## src/rtl/img_seq_defs.sv

```systemverilog
// Shared definitions for the block sequencer and the imem side.
// State encoding, coordinate widths and block base address.
package img_seq_defs;

    typedef enum logic [2:0] {
        IDLE,
        ISSUE,
        WAIT_ACK,
        WAIT_LOAD,
        DRAIN,
        DONE,
        ERR
    } seq_state_e;

    // Width of a block coordinate for an image dimension in pixels.
    function automatic int coord_w(input int pixels);
        return ($clog2(pixels / 4) < 1) ? 1 : $clog2(pixels / 4);
    endfunction

    // Width of a counter able to hold 0..max_val.
    function automatic int cnt_w(input int max_val);
        return ($clog2(max_val + 1) < 1) ? 1 : $clog2(max_val + 1);
    endfunction

    // imem address of the top-left pixel of block (bx, by).
    function automatic logic [31:0] blk_addr(input int img_w,
                                             input int bx,
                                             input int by);
        return 32'(by * 4 * img_w + bx * 4);
    endfunction

endpackage

```

## src/rtl/seq_watchdog.sv

```systemverilog
// Stall watchdog for the block sequencer.
// Counts cycles without progress and flags expiry.
module seq_watchdog
    import img_seq_defs::*;
#(
    parameter int TIMEOUT = 1_000_000
) (
    input  logic clk,
    input  logic rst,
    input  logic clear,
    input  logic progress,
    output logic expired
);

    localparam int CW = cnt_w(TIMEOUT);

    logic [CW-1:0] cnt;

    // Idle-cycle counter, holds once the expiry value is reached.
    always_ff @(posedge clk) begin
        if (rst || clear || progress) begin
            cnt <= '0;
        end else if (!expired) begin
            cnt <= cnt + CW'(1);
        end
    end

    assign expired = (cnt == CW'(TIMEOUT - 1));

endmodule

```

## src/rtl/img_block_sequencer.sv

```systemverilog
// Frame-level 4x4 block sequencer for the compression pipeline.
// Raster walk, fetch handshake, in-flight limit and watchdog.
module img_block_sequencer
    import img_seq_defs::*;
#(
    parameter int IMG_W        = 128,
    parameter int IMG_H        = 128,
    parameter int MAX_INFLIGHT = 2,
    parameter int TIMEOUT      = 1_000_000,
    parameter int ADDR_W       = 14
) (
    input  logic                             clk,
    input  logic                             rst,
    input  logic                             go,
    input  logic                             abort,
    output logic                             fetch_start,
    input  logic                             fetch_ack,
    input  logic                             fetch_done,
    output logic [ADDR_W-1:0]                blk_base,
    output logic [coord_w(IMG_W)-1:0]        blk_x,
    output logic [coord_w(IMG_H)-1:0]        blk_y,
    input  logic                             blk_retired,
    input  logic                             sink_done,
    output logic                             busy,
    output logic                             frame_done,
    output logic                             err_timeout,
    output logic [cnt_w(MAX_INFLIGHT)-1:0]   inflight
);

    localparam int XW = coord_w(IMG_W);
    localparam int YW = coord_w(IMG_H);
    localparam int IW = cnt_w(MAX_INFLIGHT);
    localparam logic [XW-1:0] X_LAST = XW'(IMG_W / 4 - 1);
    localparam logic [YW-1:0] Y_LAST = YW'(IMG_H / 4 - 1);
    localparam logic [IW-1:0] I_MAX  = IW'(MAX_INFLIGHT);

    seq_state_e    state_q;
    seq_state_e    state_d;
    logic          fetch_start_d;
    logic          frame_done_d;
    logic          err_d;
    logic [XW-1:0] x_d;
    logic [YW-1:0] y_d;
    logic [IW-1:0] inf_d;
    logic          acc;
    logic          ret;
    logic          wd_clear;
    logic          wd_progress;
    logic          wd_expired;

    // A request is only accepted while it is actually outstanding.
    assign acc = (state_q == WAIT_ACK) && fetch_ack;
    // Retire pulses at zero in-flight are dropped.
    assign ret = blk_retired && (inflight != '0);

    assign wd_progress = fetch_ack | fetch_done | blk_retired | sink_done;
    assign wd_clear    = (state_q == IDLE) || (state_q == ERR);

    seq_watchdog #(
        .TIMEOUT (TIMEOUT)
    ) u_wd (
        .clk      (clk),
        .rst      (rst),
        .clear    (wd_clear),
        .progress (wd_progress),
        .expired  (wd_expired)
    );

    // Next-state and next-output decode.
    always_comb begin
        state_d       = state_q;
        fetch_start_d = fetch_start;
        frame_done_d  = 1'b0;
        err_d         = err_timeout;
        x_d           = blk_x;
        y_d           = blk_y;
        inf_d         = inflight;

        if (acc && !ret) begin
            inf_d = inflight + IW'(1);
        end else if (ret && !acc) begin
            inf_d = inflight - IW'(1);
        end

        unique case (state_q)
            IDLE, ERR: begin
                if (go) begin
                    state_d = ISSUE;
                    err_d   = 1'b0;
                    x_d     = '0;
                    y_d     = '0;
                    inf_d   = '0;
                end
            end
            ISSUE: begin
                if (inflight < I_MAX) begin
                    fetch_start_d = 1'b1;
                    state_d       = WAIT_ACK;
                end
            end
            WAIT_ACK: begin
                if (fetch_ack) begin
                    fetch_start_d = 1'b0;
                    state_d       = WAIT_LOAD;
                end
            end
            WAIT_LOAD: begin
                if (fetch_done) begin
                    if (blk_x == X_LAST && blk_y == Y_LAST) begin
                        state_d = DRAIN;
                    end else begin
                        state_d = ISSUE;
                        if (blk_x == X_LAST) begin
                            x_d = '0;
                            y_d = blk_y + YW'(1);
                        end else begin
                            x_d = blk_x + XW'(1);
                        end
                    end
                end
            end
            DRAIN: begin
                if (inflight == '0 && sink_done) begin
                    state_d = DONE;
                end
            end
            DONE: begin
                if (frame_done) begin
                    state_d = IDLE;
                end else begin
                    frame_done_d = 1'b1;
                end
            end
            default: begin
                state_d = IDLE;
            end
        endcase

        if (wd_expired && !wd_progress &&
            state_q inside {ISSUE, WAIT_ACK, WAIT_LOAD, DRAIN}) begin
            state_d       = ERR;
            fetch_start_d = 1'b0;
            err_d         = 1'b1;
        end

        if (abort) begin
            state_d       = IDLE;
            fetch_start_d = 1'b0;
            frame_done_d  = 1'b0;
            err_d         = 1'b0;
            x_d           = '0;
            y_d           = '0;
            inf_d         = '0;
        end
    end

    // State and registered outputs.
    always_ff @(posedge clk) begin
        if (rst) begin
            state_q     <= IDLE;
            fetch_start <= 1'b0;
            frame_done  <= 1'b0;
            err_timeout <= 1'b0;
            busy        <= 1'b0;
            blk_x       <= '0;
            blk_y       <= '0;
            blk_base    <= '0;
            inflight    <= '0;
        end else begin
            state_q     <= state_d;
            fetch_start <= fetch_start_d;
            frame_done  <= frame_done_d;
            err_timeout <= err_d;
            busy        <= (state_d != IDLE);
            blk_x       <= x_d;
            blk_y       <= y_d;
            blk_base    <= ADDR_W'(blk_addr(IMG_W, int'(x_d), int'(y_d)));
            inflight    <= inf_d;
        end
    end

endmodule

```

## config.mk

```make
export PLATFORM = sky130hd
export DESIGN_NAME = img_block_sequencer
export DESIGN_NICKNAME = d
export VERILOG_FILES = /design/src/rtl/img_seq_defs.sv /design/src/rtl/seq_watchdog.sv /design/src/rtl/img_block_sequencer.sv
export SDC_FILE = /design/constraint.sdc
export NUM_CORES = 1
export LEC_CHECK = 0
export ABC_AREA = 1
export BUFFER_PORTS_ARGS = -buffer_cell sky130_fd_sc_hd__buf_2
export CAP_MARGIN = 20
export CORE_ASPECT_RATIO = 0.9
export CORE_MARGIN = 3
export CORE_UTILIZATION = 45
export DETAILED_ROUTE_END_ITERATION = 6
export MAX_ROUTING_LAYER = met4
export PLACE_DENSITY = 0.66
export SLEW_MARGIN = 20
export SYNTH_ARGS = -nofsm -noshare
export SYNTH_HDL_FRONTEND = slang
export SYNTH_SLANG_ARGS = --single-unit
```

## constraint.sdc

```tcl
create_clock -name clk -period 3.2 [get_ports clk]
set_input_delay 0.96 -clock clk [delete_from_list [all_inputs] [get_ports clk]]
set_output_delay 0.96 -clock clk [all_outputs]
set_load 0.03 [all_outputs]
```

# Yosys cells after proc, flatten, opt, wreduce, memory -nomap -nowiden
# Cells that the tools add are included.
[op_classes] n_addsub=6 n_mul=0 div_mod_pow=0 magnitude_cmp=1 n_eq_ne=11 n_shift=0 n_mux=33 bitwise=4 reduce_logical=28
[ops] op="2-to-1 mux 5 bit" count=10
[ops] op="2-to-1 mux 3 bit" count=9
[ops] op="adder 20 x 1 -> 20 bit (second input constant)" count=1
[ops] op="== test 20 bit (second input constant)" count=1
[ops] op="one-hot mux 5 bit (2 select lines)" count=2
[ops] op="one-hot mux 3 bit (6 select lines)" count=1
[ops] op="adder 14 x 7 -> 14 bit" count=1
[ops] op="adder 5 x 1 -> 5 bit (second input constant)" count=2
[ops] op="== test 5 bit (second input constant)" count=2
[ops] op="== test 3 bit (second input constant)" count=3
[ops] op="logical AND 1 bit" count=8
[ops] op="2-to-1 mux 2 bit" count=4
[ops] op="nonzero test 2 bit" count=4
[ops] op="== test 3 x 2 -> 1 bit (second input constant)" count=2
[ops] op="2-to-1 mux 1 bit" count=6
[ops] op="OR reduction 3 bit" count=2
[ops] op="!= test 2 bit (second input constant)" count=2
[ops] op="nonzero test 4 bit" count=1
[ops] op="OR reduction 2 bit" count=2
[ops] op="== test 3 x 1 -> 1 bit (second input constant)" count=1
[ops] op="zero test 1 bit" count=3
[ops] op="zero test 3 bit" count=1
[ops] op="logical OR 1 bit" count=3
[ops] op="OR 1 bit" count=3
[ops] op="other kinds (9)" count=9
[totals] reg_bits=53 latch_bits=0 ramBits=0 romBits=0 inputBits=8 output_inout_bits=30 wordCells=93 memories=0

# Longest topological paths before layout
[logic_depth] word_depth=9 depth_mapped=11 ltp_nobuf=11

# Hierarchy
# Synthesis repeated with hierarchy kept, for this count alone.
[unflattened] cells_unflattened=347 area_unflattened_um2=2312.2
[modules_own_cells] module="img_block_sequencer" n_inst=1 cells_per_inst=183 area_each_um2=1189.9 seq_area_each_um2=380.4
[modules_own_cells] module="seq_watchdog" n_inst=1 cells_per_inst=164 area_each_um2=1122.3 seq_area_each_um2=400.4

# Worst setup path after synthesis
# No wires, ideal clock.
[synth_timing] kind="reg2reg" from="register blk_x[0]" to="register blk_x[3]" setup_ps=70 arrival_ps=1773 required_time_ps=3130 path_slack_ps=1357 stages_incl_launch_ff=10 n_path_buf=0 synth_period_minus_slack_ps=1843 path_cell_list="dfxtp_1 -> ha_1 -> inv_1 -> nor3_1 -> ha_1 -> or2_0 -> or2_2 -> o21ai_0 -> nand2_1 -> a21oi_1"
[synth_via] elab_chain_len=6 word_cells_on_any_way=8 cone_classes="add/sub (1); eq/ne (1); mux (5); reduce/logical (1)"
[synth_lines] element="start, declared" line="img_block_sequencer.sv:20" text="output logic [coord_w(IMG_W)-1:0] blk_x,"
[synth_lines] element="start signal, assigned" line="img_block_sequencer.sv:165" text="blk_x <= '0;"
[synth_lines] element="start signal, assigned" line="img_block_sequencer.sv:175" text="blk_x <= x_d;"
[synth_lines] element="adder 5 x 1 -> 5 bit or == test 5 bit (tied branches)" line="img_block_sequencer.sv:117, img_block_sequencer.sv:109, img_block_sequencer.sv:113"
[synth_lines] element="2-to-1 mux 5 bit or logical AND 1 bit (tied branches)" line="img_block_sequencer.sv:113, img_block_sequencer.sv:109"
[synth_lines] element="2-to-1 mux 5 bit (*)" line="img_block_sequencer.sv:109" text="if (blk_x == X_LAST && blk_y == Y_LAST) begin"
[synth_lines] element="2-to-1 mux 5 bit (*)" line="img_block_sequencer.sv:108" text="if (fetch_done) begin"
[synth_lines] element="one-hot mux 5 bit (2 select lines) (*)" line="img_block_sequencer.sv:85" text="unique case (state_q)"
[synth_lines] element="2-to-1 mux 5 bit (*)" line="img_block_sequencer.sv:146" text="if (abort) begin"
# Every way passes the cells marked *; elsewhere a longest branch is shown, timed or not.
# A chain may end at the register's enable or synchronous reset.

==> flow_metrics.py <==
metrics = {
    "run_status": {
        "status": "finished clean",
    },
    "finish": {
        "nets": 379,
        "antenna_cells": 0,
        "fillers": 510,
        "layout_commonest_cell": "nand2_1",
        "final_cell_mix": "54 x nand2_1, 44 x inv_1, 44 x nor2_1",
        "drive_gt1_share_pct": 16.94,
        "syn2layout_area_growth_pct": 9.815,
        "stdcell_area_um2": 2520,
    },
    "cts": {
        "cts_made_buffers": 5,
        "clock_path_buffers": 2,
        "cts_sinks": 39,
        "post_cts_buffers": 0,
        "tritoncts": "built",
        "ctsHoldBuffers": 0,
        "root_buffer": "clkbuf_8",
        "cts_resized": 0,
        "path_clk_slew_ps": 80,
        "h-tree-depth": 2,
        "clkLatencyLatePin_ps": 290,
    },
    "grt": {
        "grt_pass1_wl_um": 8942,
        "gr-usage-all-layers_pct": 19.43,
        "grt-ovfl-total": 0,
        "grt_max_degree": 12,
        "antenna_found_initial": 0,
        "grt_pass1_vias": 2038,
    },
    "synthesis": {
        "synth-seq-cells": 39,
        "synth_cell_type_count": 33,
        "yosysSeqAreaShare_pct": 34.02,
        "syn_avg_cell_area_um2": 6.749,
        "syn_inst": 340,
        "syn_area_um2": 2295,
        "ys_warn_count": 0,
    },
    "worst_setup_path": {
        "critPathSlowestCell": "nor2_1",
        "worst_setup_path_start_kind": "input port",
        "timing.rr.start": "blk_x[0]",
        "cp-startpoint": "rst",
        "r2r_cells": 9,
        "cp_num_cells": 4,
        "cp_cell_sequence": "buf_2 -> nor2_1 -> inv_1 -> a211oi_1",
        "crit_family": "simple AND/OR/NAND/NOR gates",
        "crit_path_end": "blk_y[2]",
        "required_ps": 3410,
        "r2r-end": "blk_x[3]",
        "crit_buf_inv": 2,
        "path_class": "input port to flop",
        "rrSetupSlack_ps": 1330,
        "crit_arrival_ps": 2210,
        "cp_max_fo": 11,
        "end_kind": "flop",
        "critPathMaxStageDelay_ps": 550,
    },
    "worst_hold_path": {
        "hold_class": "flop to flop",
    },
    "route": {
        "vias": 2193,
        "first_iter_violations": 113,
        "wire_per_inst_um": 11.93,
        "routed_wirelength_um": 5140,
        "ant_nets": 0,
        "drtPass1Iterations": 5,
        "drcViolationCount": 0,
        "vias_per_cell": 5.088,
    },
    "floorplanning": {
        "dieArea_um2": 5993,
        "start_util_pct": 46.88,
        "fp.dieH_um": 73.75,
        "coreArea_um2": 4895,
        "fp-row-count": 24,
        "io_pins": 38,
        "die_w_um": 81.27,
    },
    "place": {
        "placed_cell_area_um2": 2420,
        "gp_congestion": 0.8711,
        "port_buffers": 33,
        "dp_hpwl_um": 3979,
    },
    "pwr": {
        "power.leakage_nw": 1.008,
        "vdd_drop_max_v": 0.0002316,
        "total_power_mw": 0.9106,
        "powerDensity_nw_per_um2": 361.4,
    },
    "timing": {
        "fmax_ghz": 0.5007,
        "fin_setup_tns_ps": 0,
        "fin_skew_ps": 8.940,
        "setup_viol": 0,
        "finalHoldViolations": 0,
        "maxSlewHeadroom_pct": 51.43,
        "fin_crit_sh_pct": 62.41,
        "maxSlewViolCount": 0,
        "worst_pin_slew_ps": 725.9,
        "fin_crit_ps": 1997,
        "rsz0062_at_grt": "false",
    },
    "flow_run": {
        "maxCapViolCount": 0,
    },
}
==> cell usage after synthesis, drive strengths merged <==
cell type  number  area share [%]
o211ai          1            0.33
or2             3            0.82
nor2           52              10
o21ai          27             5.9
xnor2           2            0.76
nand2          60              10
nor3            9             2.5
buf            17             5.6
nand3          27             6.1
nand3b          1            0.33
a211oi          1            0.33
and3            1            0.27
clkbuf          1            0.16
conb            1            0.16
nand4           5             1.4
nor4            1            0.27
inv            48             7.9
dfxtp          39              34
ha              6             3.3
a21oi          32             7.1
a31oi           1            0.27
xor2            4             1.5
o31ai           1            0.33
==> how the worst min path moves through the flow <==
stage                       startpoint      endpoint  slack [ps]  depth (start not counted)
after floorplan           u_wd.cnt[17]  u_wd.cnt[17]         450                          2
after global placement     fetch_start   fetch_start         450                          2
after detailed placement   fetch_start   fetch_start         450                          2
after CTS                  fetch_start   fetch_start         470                          2
after global routing       fetch_start   fetch_start         490                          2
final                      fetch_start   fetch_start         460                          2
==> flip-flops by register name (all words and copies together) (netlist names) <==
register	count
fetch_start	1
err_timeout	1
frame_done	1
blk_y	4
inflight	2
u_wd.cnt	20
blk_x	4
blk_base	2
busy	1
state_q	3
==> worst min-delay path, stage by stage (launching register included) <==
cell,delay [ps]
dfxtp_1,310
nand2_1,60
a21oi_1,50
==> metal layers <==
layer | vias up | wire length [µm] | GRT usage, %
li1 | 1136 | - | -
met4 | 0 | 59 | 6.379
met2 | 66 | 2282 | 29.48
met3 | 5 | 279 | 3.554
met1 | 986 | 2518 | 25.99
met5 | - | 0 | -
==> final cells by class <==
cell class | instances | area [µm²] | area share, %
multi-input combinational | 238 | 1212 | 48.11
sequential | 39 | 780.7 | 30.98
timing repair buffer | 33 | 165.2 | 6.554
tap | 65 | 81.33 | 3.227
clock buffer | 8 | 100.1 | 3.972
inverter | 48 | 180.2 | 7.150
==> stage by stage <==
| step | hold WS (ps) | utilization, % | setup slack (ps) | instances |
|---|---|---|---|---|
| after floorplan | 449.8 | - | 1357 | 343 |
| final | 461.3 | 51.48 | 1203 | 431 |
| after detailed placement | 454.1 | 49.44 | 899.7 | 423 |
| after CTS | 465.7 | 51.48 | 1223 | 431 |
| after global placement | 451.2 | 49.44 | 950.6 | 423 |
| after global routing | 492.2 | 51.48 | 1036 | 431 |
==> cell families after synthesis <==
| logic type | share of synthesized area [%] |
|---|---|
| simple gates | 32.33 |
| buf+inv | 13.63 |
| compound gates | 14.29 |
| flops | 34.02 |
| xor+xnor | 2.290 |
| fa+ha+maj | 3.271 |
| other cells | 0.1634 |
==> where the power goes <==
part	leakage [nW]	switching [mW]	internal (mW)
sequential	0.314	0.00266	0.487
combinational	0.643	0.0341	0.0125
clock	0.0515	0.177	0.197
total	1.01	0.214	0.696
(Power assumes the default switching activity.)
